[src/rtl/plab2_proc_muldiv_iterative.sv]
// Iterative 32-bit multiply/divide unit: shift-add multiply and restoring divide,
// one bit per cycle over 32 cycles, with val/rdy request and response handshakes.
module plab2_proc_muldiv_iterative #(
  parameter int p_nbits = 32
) (
  input  logic               clk,
  input  logic               reset,
  input  logic               domain,
  input  logic               req_val,
  output logic               req_rdy,
  input  logic [2:0]         req_fn,
  input  logic [p_nbits-1:0] req_a,
  input  logic [p_nbits-1:0] req_b,
  input  logic               kill,
  output logic               resp_val,
  input  logic               resp_rdy,
  output logic [p_nbits-1:0] resp_result
);

  typedef enum logic [1:0] {IDLE, CALC, DONE} state_t;

  localparam logic [2:0] FN_MUL  = 3'd0;
  localparam logic [2:0] FN_DIV  = 3'd1;
  localparam logic [2:0] FN_DIVU = 3'd2;
  localparam logic [2:0] FN_REM  = 3'd3;
  localparam logic [2:0] FN_REMU = 3'd4;

  state_t              state_reg, state_next;
  logic [5:0]          cnt_reg;
  logic [2:0]          fn_reg;
  logic [p_nbits-1:0]  a_reg, b_reg, acc_reg, result_reg;
  logic                neg_q_reg, neg_r_reg, dz_reg, ovf_reg, domain_reg;

  logic                accept, calc;

  always_ff @(posedge clk or negedge reset) begin
    if (!reset) state_reg <= IDLE;
    else        state_reg <= state_next;
  end

  always_comb begin
    state_next = state_reg;
    req_rdy    = 1'b0;
    resp_val   = 1'b0;
    accept     = 1'b0;
    calc       = 1'b0;
    case (state_reg)
      IDLE: begin
        req_rdy = 1'b1;
        if (req_val) begin
          accept     = 1'b1;
          state_next = CALC;
        end
      end
      CALC: begin
        calc = !kill;
        if (kill)              state_next = IDLE;
        else if (cnt_reg == 6'd1) state_next = DONE;
      end
      DONE: begin
        resp_val = 1'b1;
        if (kill || resp_rdy) state_next = IDLE;
      end
      default: state_next = IDLE;
    endcase
  end

  // Accept-time decode: magnitudes and sign flags apply only to the signed divide ops
  logic               signed_op, a_neg, b_neg;
  logic [p_nbits-1:0] a_mag, b_mag;

  always_comb begin
    signed_op = (req_fn == FN_DIV) || (req_fn == FN_REM);
    a_neg     = signed_op && req_a[p_nbits-1];
    b_neg     = signed_op && req_b[p_nbits-1];
    a_mag     = a_neg ? -req_a : req_a;
    b_mag     = b_neg ? -req_b : req_b;
  end

  // One iteration step; a_reg doubles as the quotient shift register during divide
  logic [p_nbits:0]   rem_sh, diff;
  logic               q_bit;
  logic [p_nbits-1:0] a_iter, b_iter, acc_iter, quot, rem, result_calc;

  always_comb begin
    rem_sh   = {acc_reg, a_reg[p_nbits-1]};
    diff     = rem_sh - {1'b0, b_reg};
    q_bit    = !diff[p_nbits];
    a_iter   = a_reg;
    b_iter   = b_reg;
    acc_iter = acc_reg;
    if (fn_reg == FN_MUL) begin
      acc_iter = acc_reg + (b_reg[0] ? a_reg : '0);
      a_iter   = a_reg << 1;
      b_iter   = b_reg >> 1;
    end else begin
      acc_iter = q_bit ? diff[p_nbits-1:0] : rem_sh[p_nbits-1:0];
      a_iter   = {a_reg[p_nbits-2:0], q_bit};
    end
    quot = neg_q_reg ? -a_iter : a_iter;
    rem  = neg_r_reg ? -acc_iter : acc_iter;
    // Zero-divisor remainders fall out of the arithmetic as the dividend itself
    case (fn_reg)
      FN_MUL:  result_calc = acc_iter;
      FN_DIV:  result_calc = dz_reg ? '1 : (ovf_reg ? {1'b1, {(p_nbits-1){1'b0}}} : quot);
      FN_DIVU: result_calc = dz_reg ? '1 : a_iter;
      FN_REM:  result_calc = ovf_reg ? '0 : rem;
      FN_REMU: result_calc = acc_iter;
      default: result_calc = '0;
    endcase
  end

  always_ff @(posedge clk or negedge reset) begin
    if (!reset) begin
      cnt_reg    <= '0;
      fn_reg     <= '0;
      a_reg      <= '0;
      b_reg      <= '0;
      acc_reg    <= '0;
      result_reg <= '0;
      neg_q_reg  <= 1'b0;
      neg_r_reg  <= 1'b0;
      dz_reg     <= 1'b0;
      ovf_reg    <= 1'b0;
      domain_reg <= 1'b0;
    end else if (accept) begin
      cnt_reg    <= 6'd32;
      fn_reg     <= req_fn;
      a_reg      <= a_mag;
      b_reg      <= b_mag;
      acc_reg    <= '0;
      neg_q_reg  <= a_neg ^ b_neg;
      neg_r_reg  <= a_neg;
      dz_reg     <= (req_b == '0);
      ovf_reg    <= signed_op && (req_a == {1'b1, {(p_nbits-1){1'b0}}}) && (req_b == '1);
      domain_reg <= domain;
    end else if (calc) begin
      cnt_reg <= cnt_reg - 6'd1;
      a_reg   <= a_iter;
      b_reg   <= b_iter;
      acc_reg <= acc_iter;
      if (cnt_reg == 6'd1) result_reg <= result_calc;
    end
  end

  assign resp_result = result_reg;

  // The security domain of an operation may not change while it is in flight
  assert property (@(posedge clk) disable iff (!reset)
                   (state_reg != IDLE) |-> (domain == domain_reg));

endmodule

[config.mk]
export PLATFORM = sky130hd
export DESIGN_NAME = plab2_proc_muldiv_iterative
export DESIGN_NICKNAME = d
export VERILOG_FILES = /design/src/rtl/plab2_proc_muldiv_iterative.sv
export SDC_FILE = /design/constraint.sdc
export NUM_CORES = 1
export LEC_CHECK = 0
export ABC_AREA = 0
export CAP_MARGIN = 20
export CELL_PAD_IN_SITES_DETAIL_PLACEMENT = 2
export CELL_PAD_IN_SITES_GLOBAL_PLACEMENT = 2
export CORE_UTILIZATION = 32
export CTS_CLUSTER_SIZE = 24
export DETAILED_ROUTE_END_ITERATION = 10
export PLACE_DENSITY_LB_ADDON = 0.1
export SYNTH_ARGS = -nofsm -noshare
export SYNTH_HDL_FRONTEND = slang
export SYNTH_SLANG_ARGS = --single-unit
[constraint.sdc]
create_clock -name clk -period 4.35 [get_ports clk]
set_clock_uncertainty 0.1 [all_clocks]
set_input_delay 0.6525 -clock clk [delete_from_list [all_inputs] [get_ports clk]]
set_output_delay 0.6525 -clock clk [all_outputs]
set_load 0.005 [all_outputs]
# [After elaboration in Yosys (flattened, before gate mapping)]
# Cells that the tools add are included.
[word_totals] elab_cells=83 inputBits=73 out_inout_bits=34 ff_bits=143
[op_classes] n_eq_ne=14 add_sub_neg=7 n_bitwise=2 reduce_logical=17 n_mux=32
[ops] op="32-bit two-way mux" n=18
[ops] op="32-bit negator" n=4
[ops] op="32-bit one-hot mux with 4 select lines" n=1
[ops] op="32-bit equality test (second input constant)" n=2
[ops] op="33-bit by 32-bit subtractor with 33-bit output" n=1
[ops] op="32-bit adder" n=1
[ops] op="32-bit logical NOT" n=1
[ops] op="6-bit two-way mux" n=2
[ops] op="3-bit by 2-bit equality test with 1-bit output (second input constant)" n=3
[ops] op="2-bit two-way mux" n=4
[ops] op="3-bit by 1-bit equality test with 1-bit output (second input constant)" n=2
[ops] op="6-bit by 1-bit equality test with 1-bit output (second input constant)" n=1
[ops] op="1-bit two-way mux" n=6
[ops] op="2-bit one-hot mux with 3 select lines" n=1
[ops] op="3-bit AND reduction" n=2
[ops] op="6-bit by 1-bit subtractor with 6-bit output (second input constant)" n=1
[ops] op="1-bit logical AND" n=4
[ops] op="2-bit inequality test (second input constant)" n=2
[ops] op="2-bit nonzero test" n=2
[ops] op="3-bit equality test (second input constant)" n=1
[ops] op="3-bit logical NOT" n=1
[ops] op="3-bit inequality test (second input constant)" n=1
[ops] op="2-bit by 1-bit equality test with 1-bit output (second input constant)" n=1
[ops] op="2-bit equality test (second input constant)" n=1
[ops] op="7 further kinds" n=9

# [Longest topological paths before layout]
[logic_depth] depth_word=8 depth_mapped=23 mapped_depth_nobuf=21

# [Least setup slack after synthesis]
# No wires, ideal clock.
[synth_path] path_type="reg-to-reg" from="reg a_reg[31]" to="reg result_reg[18], in the netlist resp_result[18]" setup_ns=0.130 required_ns=4.120 t_arrival_ns=4.564 path_slack_ns=-0.443 path_stages_with_launch=21 synth_period_minus_slack_ns=4.793 cell_sequence="dfrtp_1 -> inv_1 -> ha_1 -> fa_1 -> nand2b_1 -> a21oi_1 -> nor3b_1 -> o21ai_2 -> a211oi_2 -> nor2_1 -> buf_2 -> buf_2 -> a21oi_1 -> a21oi_1 -> ha_1 -> inv_1 -> or4_4 -> or3b_1 -> o31ai_1 -> xor2_1 -> o21ai_1"
[synth_via] elab_chain_len=8 word_cells_on_any_way=13 cone_classes="3 x add/sub; 9 x mux; 1 x reduce/logical"
[synth_rtl] item="start, declared" line_no="31" source="logic [p_nbits-1:0] a_reg, b_reg, acc_reg, result_reg;"
[synth_rtl] item="start signal, assigned" line_no="129" source="a_reg <= a_mag;"
[synth_rtl] item="start signal, assigned" line_no="139" source="a_reg <= a_iter;"
[synth_rtl] item="33-bit by 32-bit subtractor with 33-bit output" line_no="87" source="diff = rem_sh - {1'b0, b_reg};"
[synth_rtl] item="1-bit logical NOT" line_no="88" source="q_bit = !diff[p_nbits];"
[synth_rtl] item="1-bit two-way mux" line_no="92" source="if (fn_reg == FN_MUL) begin"
[synth_rtl] item="32-bit negator" line_no="100" source="quot = neg_q_reg ? -a_iter : a_iter;"
[synth_rtl] item="32-bit two-way mux" line_no="100"
[synth_rtl] item="32-bit two-way mux (2 in series)" line_no="105" source="FN_DIV: result_calc = dz_reg ? '1 : (ovf_reg ? {1'b1, {(p_nbits-1){1'b0}}} : quot);"
[synth_rtl] item="32-bit one-hot mux with 4 select lines *" line_no="103" source="case (fn_reg)"
[synth_rtl] item="end signal, assigned" line_no="142" source="if (cnt_reg == 6'd1) result_reg <= result_calc;"
[synth_rtl] item="end, declared" line_no="31"
# Every way passes the cells marked *; elsewhere a longest branch is shown, timed or not.
# A chain may end at the register's enable or synchronous reset.

# [Worst setup path in the final report]
[layout_path] from="reg acc_reg[12]" to="reg result_reg[16], in the netlist resp_result[16]"
[layout_via] elab_chain_len=8 word_cells_on_any_way=14 cone_classes="4 x add/sub; 9 x mux; 1 x reduce/logical"
[layout_rtl] item="start, declared" line_no="31"
[layout_rtl] item="start signal, assigned" line_no="141" source="acc_reg <= acc_iter;"
[layout_rtl] item="33-bit by 32-bit subtractor with 33-bit output" line_no="87"
[layout_rtl] item="1-bit logical NOT" line_no="88"
[layout_rtl] item="1-bit two-way mux" line_no="92"
[layout_rtl] item="32-bit negator" line_no="100"
[layout_rtl] item="32-bit two-way mux" line_no="100"
[layout_rtl] item="32-bit two-way mux (2 in series)" line_no="105"
[layout_rtl] item="32-bit one-hot mux with 4 select lines *" line_no="103"
# Marked as above.

==> summary.log <==
[cts] buffer type at the clock tree root clkbuf_16
[floorplan] core area 43,400 um2
[timing] final-report hold violation count 0
[yosys] dominant combinational cell family by area after synthesis compound AO/OA/AOI/OAI gates
[yosys] syn avg cell area 7.40 um2
[floorplan] number of cell rows 76
[routing] TritonRoute pass-1 iters 5
[global_route] global routing usage summed across all routing layers 33.7%
[setup_path] Worst Path Max Fanout 7
[pwr] static leakage 8.48 nW
[timing] max-slew violation count 0
[setup_path] kind of start point of the critical path flop
[cells_and_area] growth of design area from synthesis to finish 39.7%
[timing] hold slack final 0.143 ns
[cells_and_area] share of cells above drive strength 1 24.4%
[yosys] fraction of the mapped netlist area in adder cells 6.54%
[yosys] fraction of the mapped netlist area in compound gates 30.0%
[floorplan] floorplan die width 213 um
[cts] H-tree depth 4
[yosys] post-synth net total 2,063
[timing] final-report setup violation count 13
[timing] setup repair after global routing missed its margin true
[cells_and_area] highest-count cells in the layout ignoring fill and taps buf_4 (355), nand2_1 (252), a21oi_1 (160)
[global_route] global-route wire length before repair 113,000 um
[pwr] Peak supply drop 0.359 mV
[yosys] simple-gate portion of the synthesized area 23.5%
[setup_path] worst setup slack for register-to-register paths -0.23 ns
[timing] share of the clock period used by the worst path 105%
[yosys] portion of the post-synthesis area used by sequential elements 25.2%
[routing] routed length per instance 26.4 um
[routing] drt via density 5.92
[floorplan] boundary pin count 107
[routing] detailed-route wire length 76,400 um
[yosys] Post-synth EDFFs 0
[yosys] Yosys warning count 0
[pwr] cell area power density 936 nW/um2
[timing] transition time at the pin with the least slew margin 1.01 ns
[place] Post-DP HPWL 58,200 um
[place] input/output buffers 105
[yosys] cell taking the most area after synthesis dfrtp_1
[yosys] post-synthesis sequential element count 143
[setup_path] arrival time of the worst setup path 4.84 ns
[yosys] Netlist Area Pre-Place 14,200 um2
[place] Cell Area, Placed 18,100 um2
[yosys] most used flip-flop cell after synthesis dfrtp_1
[timing] achievable frequency 218 MHz
[hold_path] Hold WC Path Type input port to async pin
[yosys] gate count of the mapped netlist 1,917
[global_route] pin count of the biggest net entering global routing 81
[yosys] xor and xnor area share after synthesis 8.15%
[outcome] violations in the final reports negative setup slack
[place] Setup Slack @ Placement -0.569 ns
[routing] violation count after the first detailed-routing iteration 1,101
[yosys] mux share of post-synthesis cell area 1.23%
[cells_and_area] Final nets 2,438
[setup_path] length in cells of the worst reg-to-reg path 17
[setup_path] startpoint of the worst register-to-register path acc_reg[12]
[floorplan] starting density of the core 32.7%
[routing] total via count after detailed routing 17,100
[yosys] FFs w/ async S/R, synth 100%
[pwr] overall power of the completed layout 18.6 mW
[cts] source-to-sink clock delay at the later pin of the worst-skew pair 0.49 ns
[setup_path] endpoint of the lowest-slack register-to-register path resp_result[16]
[outcome] run status finished with violations
[cts] clk sink count 143
[cts] clock buffers created by TritonCTS 17
[yosys] share of the synthesized area in the top cell type 25.2%
[yosys] main area contributors after synthesis dfrtp_1 (25%), nand2_1 (6.9%), a21oi_1 (6.3%)
[timing] smallest setup slack after layout -0.232 ns
[cells_and_area] final instance area 19,800 um2
[floorplan] chip height 213 um
[setup_path] Critical Path End Type flop
[cells_and_area] most frequent standard cell in the layout excluding fill and tap cells buf_4
[routing] post-route DRC violation count 0
[global_route] number of antenna violations at the first check in global routing 6
[floorplan] die area 45,200 um2
[timing] shortest clock period the worst path allows after layout 4.58 ns
[cts] CTS tree yes
[global_route] sum of overflow across all layers after global routing 0
[routing] number of nets with antenna violations after detailed routing 0
[setup_path] kind of critical path flop to flop
[job] maximum capacitance violations 0
[yosys] number of distinct library cell variants in the gate-level netlist after synthesis 88
[place] Final GP Congestion 0.964
[cts] clock buffer depth 2
[cts] clock-pin transition on the worst setup and hold timing paths 0.07 ns
[global_route] via count of the first global-routing pass 18,300
[setup_path] data required time of the critical path 4.61 ns
[timing] worst relative slew slack 32.4%
[routing by layer]
| layer | GRT usage, % | vias up | routed length, um |
|---|---|---|---|
| li1 | - | 7747 | - |
| met3 | 5.54 | 151 | 3460 |
| met2 | 56.5 | 488 | 36800 |
| met1 | 42.7 | 8712 | 33100 |
| met5 | 0 | - | 26 |
| met4 | 13.5 | 4 | 2960 |
[critical path, cell delays in order, from the launching register on]
cell	delay, ns
dfrtp_1	0.45
ha_4	0.29
a21oi_4	0.14
o211ai_1	0.18
a221oi_4	0.33
o21ai_2	0.13
buf_6	0.15
a22o_2	0.26
nor2_4	0.28
a211oi_2	0.14
a21oi_2	0.16
ha_2	0.22
inv_1	0.08
or4_4	0.47
or3b_4	0.44
nor3b_4	0.23
mux2i_1	0.27
o22ai_1	0.11
[where the power goes]
group          switching (mW)  total (mW)  internal, mW
clock network           0.693        1.67         0.975
logic                    8.31        14.5          6.21
registers               0.541        2.37          1.83
total                    9.54        18.6          9.01
[synthesized netlist by cell type (30+ instances only)]
| library cell | count |
|---|---|
| ha_1 | 71 |
| inv_1 | 69 |
| and2_1 | 43 |
| dfrtp_1 | 143 |
| o21ai_0 | 151 |
| o211ai_1 | 30 |
| a21oi_1 | 180 |
| clkbuf_1 | 89 |
| xor2_1 | 50 |
| nor2_1 | 163 |
| xnor2_1 | 82 |
| nand2_1 | 260 |
| a31oi_1 | 57 |
| nand3_1 | 53 |
[cell families (layout without fill, tap and decap cells)]
family / Yosys count / after routing
other: 0 / 1
multiplexers: 17 / 17
AND/OR/NAND/NOR: 704 / 704
AO/OA/AOI/OAI: 661 / 661
buffers and inverters: 187 / 574
adder cells (fa/ha/maj): 73 / 73
XOR/XNOR: 132 / 132
flip-flops: 143 / 143
[layout make-up]
class                           instances  area, um2
Clock inverter                         12        184
Clock buffer                           19        443
Tap cell                              585        732
Sequential cell                       143       3580
Antenna cell                            1       2.50
Inverter                               69        259
Fill cell                            5006      23500
Timing Repair Buffer                  474       3940
Multi-Input combinational cell       1587      10700
[repair_timing]
item,4_1_cts,5_1_grt
endpoints found under the setup margin,21,27
pin swaps,34,39
hold buffers,0,0
buffers inserted,24,19
resized for setup,68,81
[how the worst max path moves through the flow]
stage | start | end | cells after the start
floorplan | b_reg[12] | resp_result[24] | 22
CTS | b_reg[0] | resp_result[30] | 20
detailed placement | a_reg[31] | resp_result[30] | 18
finish | acc_reg[12] | resp_result[16] | 17
global route | acc_reg[12] | resp_result[16] | 17
global placement | a_reg[31] | resp_result[30] | 18
[metrics by stage]
| step | util, % | TNS [ns] | std cells |
|---|---|---|---|
| 3_5_place_dp | 41.9 | -5.23 | 2815 |
| 2_1_floorplan | - | -0.438 | 1917 |
| 4_1_cts | 44.5 | -0.577 | 2870 |
| 6_report | 45.7 | -1.36 | 2890 |
| 3_3_place_gp | 41.9 | -2.59 | 2815 |
| 5_1_grt | 45.7 | -4.30 | 2889 |
No activity file was read; power rests on OpenSTA's default activity.
